**config.mk**
```make
export PLATFORM = sky130hd
export DESIGN_NAME = fproc_meas_responder
export DESIGN_NICKNAME = d
export VERILOG_FILES = /design/src/rtl/fproc_meas_responder.sv
export SDC_FILE = /design/constraint.sdc
export NUM_CORES = 1
export LEC_CHECK = 0
export ABC_CLOCK_PERIOD_IN_PS = 2300
export CAP_MARGIN = 20
export CORE_MARGIN = 2
export CORE_UTILIZATION = 42
export DETAILED_ROUTE_END_ITERATION = 8
export PLACE_DENSITY = 0.76
export SETUP_SLACK_MARGIN = 0.1
export SYNTH_ARGS = -nofsm -noshare
export SYNTH_HDL_FRONTEND = slang
export SYNTH_SLANG_ARGS = --single-unit
```
**constraint.sdc**
```tcl
create_clock -name clk -period 2.3 [get_ports clk]
set_clock_uncertainty 0.2 [all_clocks]
set_input_delay 0.46 -clock clk [delete_from_list [all_inputs] [get_ports clk]]
set_output_delay 0.46 -clock clk [all_outputs]
set_load 0.005 [all_outputs]
```
**src/rtl/fproc_meas_responder.sv**
```systemverilog
// Answers per-core fproc requests with measurement results captured from readout.
// Every core has its own responder FSM and its own fresh flags, so no arbitration is needed.
module fproc_meas_responder #(
   parameter int                  N_CORES    = 2,
   parameter int                  N_MEAS     = 8,
   parameter int                  DATA_WIDTH = 32,
   parameter int                  ID_WIDTH   = 8,
   parameter logic [ID_WIDTH-1:0] ID_ALL     = {ID_WIDTH{1'b1}},
   parameter int                  TIMEOUT    = 1024
) (
   input  logic                           clk,
   input  logic                           reset,
   input  logic [N_CORES*ID_WIDTH-1:0]    fproc_id,
   input  logic [N_CORES-1:0]             fproc_enable,
   output logic [N_CORES*DATA_WIDTH-1:0]  fproc_data,
   output logic [N_CORES-1:0]             fproc_ready,
   input  logic [N_MEAS-1:0]              meas_valid,
   input  logic [N_MEAS-1:0]              meas_bit
);

   localparam int IDX_W = (N_MEAS > 1) ? $clog2(N_MEAS) : 1;
   localparam int CNT_W = (TIMEOUT > 1) ? $clog2(TIMEOUT) : 1;
   localparam logic [ID_WIDTH-1:0] N_MEAS_ID = ID_WIDTH'(N_MEAS);
   localparam logic [CNT_W-1:0]    CNT_LAST  = CNT_W'((TIMEOUT > 0) ? TIMEOUT - 1 : 0);

   typedef enum logic [1:0] {
      IDLE = 2'd0,
      WAIT = 2'd1,
      RESP = 2'd2
   } state_t;

   state_t                              state [N_CORES];
   logic [N_CORES-1:0][IDX_W-1:0]       wait_ch;
   logic [N_CORES-1:0][CNT_W-1:0]       wait_cnt;
   logic [N_MEAS-1:0]                   latest;
   logic [N_CORES-1:0][N_MEAS-1:0]      fresh;
   logic [N_CORES-1:0][N_MEAS-1:0]      consume;
   logic [N_CORES-1:0][ID_WIDTH-1:0]    req_id;
   logic [N_CORES-1:0][IDX_W-1:0]       req_ch;
   logic [N_CORES-1:0]                  req_in_range;

   assign req_id = fproc_id;

   function automatic logic [DATA_WIDTH-1:0] zext(input logic b);
      return {{(DATA_WIDTH-1){1'b0}}, b};
   endfunction

   // A channel is consumed by a core when that core takes its result this cycle,
   // either from the fresh flag or straight from a same-cycle measurement.
   always_comb begin
      for (int c = 0; c < N_CORES; c++) begin
         req_ch[c]       = req_id[c][IDX_W-1:0];
         req_in_range[c] = (req_id[c] < N_MEAS_ID);
         consume[c]      = '0;
         if (state[c] == IDLE && fproc_enable[c] && req_in_range[c]) begin
            if (fresh[c][req_ch[c]] || meas_valid[req_ch[c]])
               consume[c][req_ch[c]] = 1'b1;
         end else if (state[c] == WAIT && meas_valid[wait_ch[c]]) begin
            consume[c][wait_ch[c]] = 1'b1;
         end
      end
   end

   always_ff @(posedge clk or negedge reset) begin
      if (!reset) begin
         latest      <= '0;
         fresh       <= '0;
         wait_ch     <= '0;
         wait_cnt    <= '0;
         fproc_ready <= '0;
         fproc_data  <= '0;
         for (int c = 0; c < N_CORES; c++)
            state[c] <= IDLE;
      end else begin
         latest <= (latest & ~meas_valid) | (meas_bit & meas_valid);
         for (int c = 0; c < N_CORES; c++) begin
            fresh[c]       <= (fresh[c] | meas_valid) & ~consume[c];
            fproc_ready[c] <= 1'b0;
            case (state[c])
               IDLE: begin
                  if (fproc_enable[c]) begin
                     if (req_id[c] == ID_ALL) begin
                        fproc_data[c*DATA_WIDTH +: DATA_WIDTH] <= DATA_WIDTH'(latest);
                        fproc_ready[c] <= 1'b1;
                        state[c]       <= RESP;
                     end else if (!req_in_range[c]) begin
                        fproc_data[c*DATA_WIDTH +: DATA_WIDTH] <= '0;
                        fproc_ready[c] <= 1'b1;
                        state[c]       <= RESP;
                     end else if (fresh[c][req_ch[c]]) begin
                        fproc_data[c*DATA_WIDTH +: DATA_WIDTH] <= zext(latest[req_ch[c]]);
                        fproc_ready[c] <= 1'b1;
                        state[c]       <= RESP;
                     end else if (meas_valid[req_ch[c]]) begin
                        fproc_data[c*DATA_WIDTH +: DATA_WIDTH] <= zext(meas_bit[req_ch[c]]);
                        fproc_ready[c] <= 1'b1;
                        state[c]       <= RESP;
                     end else begin
                        wait_ch[c]  <= req_ch[c];
                        wait_cnt[c] <= '0;
                        state[c]    <= WAIT;
                     end
                  end
               end
               WAIT: begin
                  if (meas_valid[wait_ch[c]]) begin
                     fproc_data[c*DATA_WIDTH +: DATA_WIDTH] <= zext(meas_bit[wait_ch[c]]);
                     fproc_ready[c] <= 1'b1;
                     state[c]       <= RESP;
                  end else if (TIMEOUT != 0 && wait_cnt[c] == CNT_LAST) begin
                     // Timed-out requests answer with all ones so the core never stalls forever.
                     fproc_data[c*DATA_WIDTH +: DATA_WIDTH] <= '1;
                     fproc_ready[c] <= 1'b1;
                     state[c]       <= RESP;
                  end else begin
                     wait_cnt[c] <= wait_cnt[c] + 1'b1;
                  end
               end
               RESP:    state[c] <= IDLE;
               default: state[c] <= IDLE;
            endcase
         end
      end
   end

endmodule

```
Word-level counts from Yosys, hierarchy flattened
Cells that the tools add are included.
{ "op_classes": {"n_addsub": 2, "order_cmp": 10, "eq_ne": 24, "muxes": 102, "bitwise_logic": 16, "n_reduce_logical": 24} }
{ "op_table": {"columns": ["cell", "n"], "rows": [
  ["2-to-1 mux 32 bit", 14],
  ["2-to-1 mux 10 bit", 14],
  ["case mux 32 bit (2 select lines)", 2],
  ["2-to-1 mux 8 bit", 6],
  ["case mux 10 bit (2 select lines)", 2],
  ["binary-select mux 1 bit (select 3 bit)", 12],
  ["bitwise AND 8 bit", 4],
  ["2-to-1 mux 1 bit", 30],
  ["2-to-1 mux 2 bit", 14],
  ["!= test 2 bit (second input constant)", 14],
  ["inverter 8 bit", 3],
  ["bitwise OR 8 bit", 3],
  ["adder 10 x 1 -> 10 bit (second input constant)", 2],
  ["== test 10 bit (second input constant)", 2],
  ["== test 8 bit (second input constant)", 2],
  ["less-than comparator 3 x 4 -> 1 bit (second input constant)", 4],
  ["less-than comparator 8 x 4 -> 1 bit (second input constant)", 2],
  ["AND reduction 8 bit", 2],
  ["demux 1 bit (select 3 bit)", 4],
  [">= comparator 3 x 1 -> 1 bit (second input constant)", 4],
  ["AND reduction 6 bit", 2],
  ["logical AND 1 bit", 10],
  ["!= test 5 x 2 -> 1 bit (second input constant)", 2],
  ["case mux 2 bit (2 select lines)", 2],
  ["9 further kinds", 22]
]} }
{ "word_totals": {"ff_bits": 120, "input_bits": 36, "output_inout_bits": 66, "wordCells": 190} }

Logic depth before layout (Yosys ltp)
{ "logic_depth": {"word_depth": 8, "depth_mapped": 9, "ltp_nobuf": 6} }

Worst setup path before layout
OpenSTA, ideal clock, no wires.
{ "synth_timing": {"path_type": "input-to-reg", "start": "in fproc_id[0]", "end": "reg fproc_data[2]", "setup_ns": 0.125, "t_arrival_ns": 2.205, "required_time_ns": 1.975, "path_slack_ns": -0.230, "cell_stages": 8, "n_path_buf": 2, "path_cell_list": "buf_6 -> mux2_4 -> a222oi_1 -> o311a_2 -> and3_1 -> o21a_2 -> buf_8 -> mux2_4"} }
{ "synth_via": {"elab_chain_len": 7, "word_cells_on_any_way": 13, "cone_classes": "order compare (1); eq/ne (2); mux (9); reduce/logical (1)"} }
{ "synth_lines": {"columns": ["item", "line_no", "text"], "rows": [
  ["start: declaration", "13", "input logic [N_CORES*ID_WIDTH-1:0] fproc_id,"],
  ["binary-select mux 1 bit (select 3 bit)", "90", "end else if (fresh[c][req_ch[c]]) begin"],
  ["2-to-1 mux 1 bit (implied by the code)", "90", null],
  ["2-to-1 mux 32 bit", "90", null],
  ["2-to-1 mux 32 bit", "86", "end else if (!req_in_range[c]) begin"],
  ["2-to-1 mux 32 bit", "82", "if (req_id[c] == ID_ALL) begin"],
  ["2-to-1 mux 32 bit", "81", "if (fproc_enable[c]) begin"],
  ["case mux 32 bit (2 select lines)", "79", "case (state[c])"],
  ["end signal: indexed assignment", "83", "fproc_data[c*DATA_WIDTH +: DATA_WIDTH] <= DATA_WIDTH'(latest);"],
  ["end signal: indexed assignment", "91", "fproc_data[c*DATA_WIDTH +: DATA_WIDTH] <= zext(latest[req_ch[c]]);"],
  ["end signal: indexed assignment", "95", "fproc_data[c*DATA_WIDTH +: DATA_WIDTH] <= zext(meas_bit[req_ch[c]]);"],
  ["end: declaration", "15", "output logic [N_CORES*DATA_WIDTH-1:0] fproc_data,"]
]} }
Several ways; a longest one is shown, not always the timed one. The select of a mux whose other input is x is not followed.
A chain may end at the register's enable or synchronous reset.

Worst setup path in the final report
{ "layout_timing": {"start": "reg fresh[7] (netlist bit)", "end": "reg fproc_data[1]"} }
{ "layout_via": {"elab_chain_len": 7, "word_cells_on_any_way": 9, "cone_classes": "eq/ne (1); mux (7); reduce/logical (1)"} }
{ "layout_lines": {"columns": ["item", "line_no", "text"], "rows": [
  ["start: declaration", "36", "logic [N_CORES-1:0][N_MEAS-1:0] fresh;"],
  ["start signal: indexed assignment", "77", "fresh[c] <= (fresh[c] | meas_valid) & ~consume[c];"],
  ["binary-select mux 1 bit (select 3 bit) *", "90", null],
  ["2-to-1 mux 1 bit (implied by the code) *", "90", null],
  ["2-to-1 mux 32 bit", "90", null],
  ["2-to-1 mux 32 bit", "86", null],
  ["2-to-1 mux 32 bit", "82", null],
  ["2-to-1 mux 32 bit", "81", null],
  ["case mux 32 bit (2 select lines)", "79", null]
]} }
Mark *: on every way between the ends. The rest lies on a longest branch, timed or not. The select of a mux whose other input is x is not followed.

==> results.py <==
metrics = {
    "pwr": {
        "ir_drop_uv": 373,
        "p_leak_uw": 0.00314,
        "powerDensity_nw_per_um2": 476,
    },
    "sta": {
        "setup_ws_ns": -0.0761,
        "rsz0062_at_grt": "yes",
        "fin_crit_sh": 1.03,
        "final-hold-violation-count": 0,
        "tightest_slew_ns": 0.559,
        "relSlewSlack": 0.628,
        "drv_slew": 0,
        "min_period_ns": 2.38,
        "fmaxAchievable_ghz": 0.421,
        "setup_viol": 18,
    },
    "critical_path": {
        "crit_start": "fresh[7]",
        "cp_max_fo": 5,
        "crit_arrival_ns": 2.40,
        "rr_startpoint": "fresh[7]",
        "cp-start-kind": "flip-flop",
        "worstPathRequired_ns": 2.32,
        "crit_path_end_kind": "flip-flop",
        "critPathKind": "flip-flop to flip-flop",
    },
    "synthesis": {
        "ys.flop_type": "dfrtp_1",
        "yosysMostFrequentCell": "dfrtp_1",
        "ys_seq_area_frac": 0.384,
        "yosysTopAreaCell": "dfrtp_1",
        "yosys.cell_types.count": 65,
        "yosys-top-cells-area": "dfrtp_1, buf_4, mux4_2",
        "synth_warnings": 0,
        "synth_top_area_share": 0.384,
        "synth_edf_count": 0,
        "ys_async_sr_fraction": 1.00,
        "ys_ff_latch": 74,
        "syn_area_um2": 4820,
        "syn_nets": 510,
        "syn_area_per_cell_um2": 10.2,
        "yosys-top-cells-count": "dfrtp_1, nand2_1, buf_4, nor2_1, mux2i_1",
        "synth_cells": 472,
    },
    "outcome": {
        "violations": "setup timing",
        "status": "complete, but fails checks",
    },
    "clocking": {
        "clock_path_buffers": 2,
        "clock-root-buffer": "clkbuf_16",
        "clkTransAtPathRegs_ns": 0.06,
        "worst_skew_pair.late_latency_ns": 0.34,
        "htree_levels": 3,
        "cts_buffers": 9,
        "cts.sinks": 74,
        "cts_tree": "done",
    },
    "place": {
        "place_inst": 734,
        "portBuffers": 101,
        "dpl.hpwl_um": 9440,
        "place_congestion": 0.855,
    },
    "hold_path": {
        "holdCritPathClass": "primary input to flip-flop",
        "holdCritStartpoint": "fproc_id[9]",
    },
    "layout": {
        "final_cells": 779,
        "nets": 669,
        "diodes": 0,
        "fill_cells": 876,
        "final_layout_size_suffix_gt1_frac": 0.398,
        "multi_input_area_um2": 2920,
        "seqCellArea_um2": 1860,
        "syn_to_final_growth_pct": 51.2,
        "fin_util": 0.643,
    },
    "global_route": {
        "grtUsageTotal": 0.220,
        "gr-usage-met3": 0.0448,
        "grt_max_degree": 75,
        "grt_use_met1": 0.300,
        "grt_pass1_wl_um": 22100,
        "overflow": 0,
        "grt.busiest_layer": "met2",
        "antenna_found_initial": 0,
        "grt_pass1_vias": 4272,
        "grt_use_met2": 0.350,
    },
    "route": {
        "post-route-drc-count": 0,
        "drt_wl_total_um": 14200,
        "avgRoutedWirePerCell_um": 18.3,
        "vias_per_cell": 5.62,
        "drtAntennaViolNets": 0,
        "vias": 4378,
        "first_pass_iters": 5,
        "drtIter0Drc": 197,
    },
    "floorplan": {
        "placementRows": 39,
        "num_io_pins": 102,
        "dieArea_um2": 12300,
        "initial_utilization": 0.426,
        "coreArea_um2": 11300,
        "fp.dieH_um": 111,
        "die_w_um": 111,
    },
    "run": {
        "drv_cap": 0,
    },
}
## cell usage in the layout (no fill, tap or decap), types with 7 or more instances in the layout
cell type | synthesis | layout
a221oi_2 | 0 | 15
mux4_2 | 13 | 13
mux2_4 | 15 | 23
nor2_1 | 41 | 35
mux2i_1 | 18 | 17
nor2b_1 | 12 | 10
clkbuf_16 | 0 | 10
nand2_1 | 58 | 56
buf_6 | 2 | 24
dfrtp_1 | 74 | 71
buf_4 | 48 | 89
nand3_1 | 12 | 10
mux2_2 | 14 | 11
nand3b_1 | 7 | 7
clkdlybuf4s50_1 | 0 | 86
inv_1 | 11 | 11
## metrics by stage
step           area, µm²  setup TNS, ns  total power (µW)  hold slack, ns  setup slack, ns
6_report            7280         -0.801              3460           0.291          -0.0761
5_1_grt             7280          -2.29              3580           0.311           -0.124
4_1_cts             6870          -1.44              3430           0.317           -0.108
3_5_place_dp        6260         -44.13              1930           0.308           -0.882
3_3_place_gp        6260         -40.06              1920           0.283           -0.801
2_1_floorplan       4920          -2.61              1670         -0.0356           -0.200
## report_power, final
group          leakage [µW]  internal [µW]  switching, µW
combinational       0.00208            337            271
clock              0.000149            872            591
sequential         0.000908           1340           52.0
## path summary, 6_finish.rpt
kind	endpoint	slack, ns	cells past startpoint
max	fproc_data[1]	-0.08	7
min	fresh[15]	0.29	3
max reg2reg	fproc_data[1]	-0.08	7
min reg2reg	wait_cnt[10]	0.31	1
max in group asynchronous	wait_ch[0]	1.06	3
min in group asynchronous	fresh[6]	0.47	3
## critical path: stages, from the launching register on
cell      delay, ns
dfrtp_1        0.41
mux2_4         0.27
a222oi_1       0.30
buf_4          0.18
o311a_4        0.19
and3_4         0.21
o21a_4         0.19
mux2_4         0.31
## cell type report
cell class,count,share of cell area
Multi-Input combinational cell,319,0.400
Timing Repair Buffer,216,0.273
Sequential cell,74,0.255
Clock buffer,10,0.0328
Tap cell,143,0.0246
Clock inverter,6,0.00893
Inverter,11,0.00567
## repair_timing
action	4_1_cts	5_1_grt
hold endpoints to repair	74	0
buffers inserted	10	15
pin swaps	26	34
hold buffers	1	0
setup endpoints to repair	66	88
cloned	2	3
gates resized for setup	85	75
## cells by family (layout without fill, tap and decap cells)
logic type                 count (synthesis)  after routing  share of synthesized area
DFF                                       74             74                      0.384
and+or+nand+nor                          176            176                      0.184
muxes                                     67             67                      0.195
AOI/OAI and AO/OA                         67             69                      0.114
adders and majority gates                  2              2                    0.00519
xor gates and xnor gates                   5              5                    0.00909
buffers and inverters                     81            243                      0.109
## routing by layer
metal,up-vias,wire length [µm]
met5,-,0
met4,0,340
met3,27,899
met2,191,6880
met1,2147,6120
li1,2013,-
No activity file was read; power rests on OpenSTA's default activity.
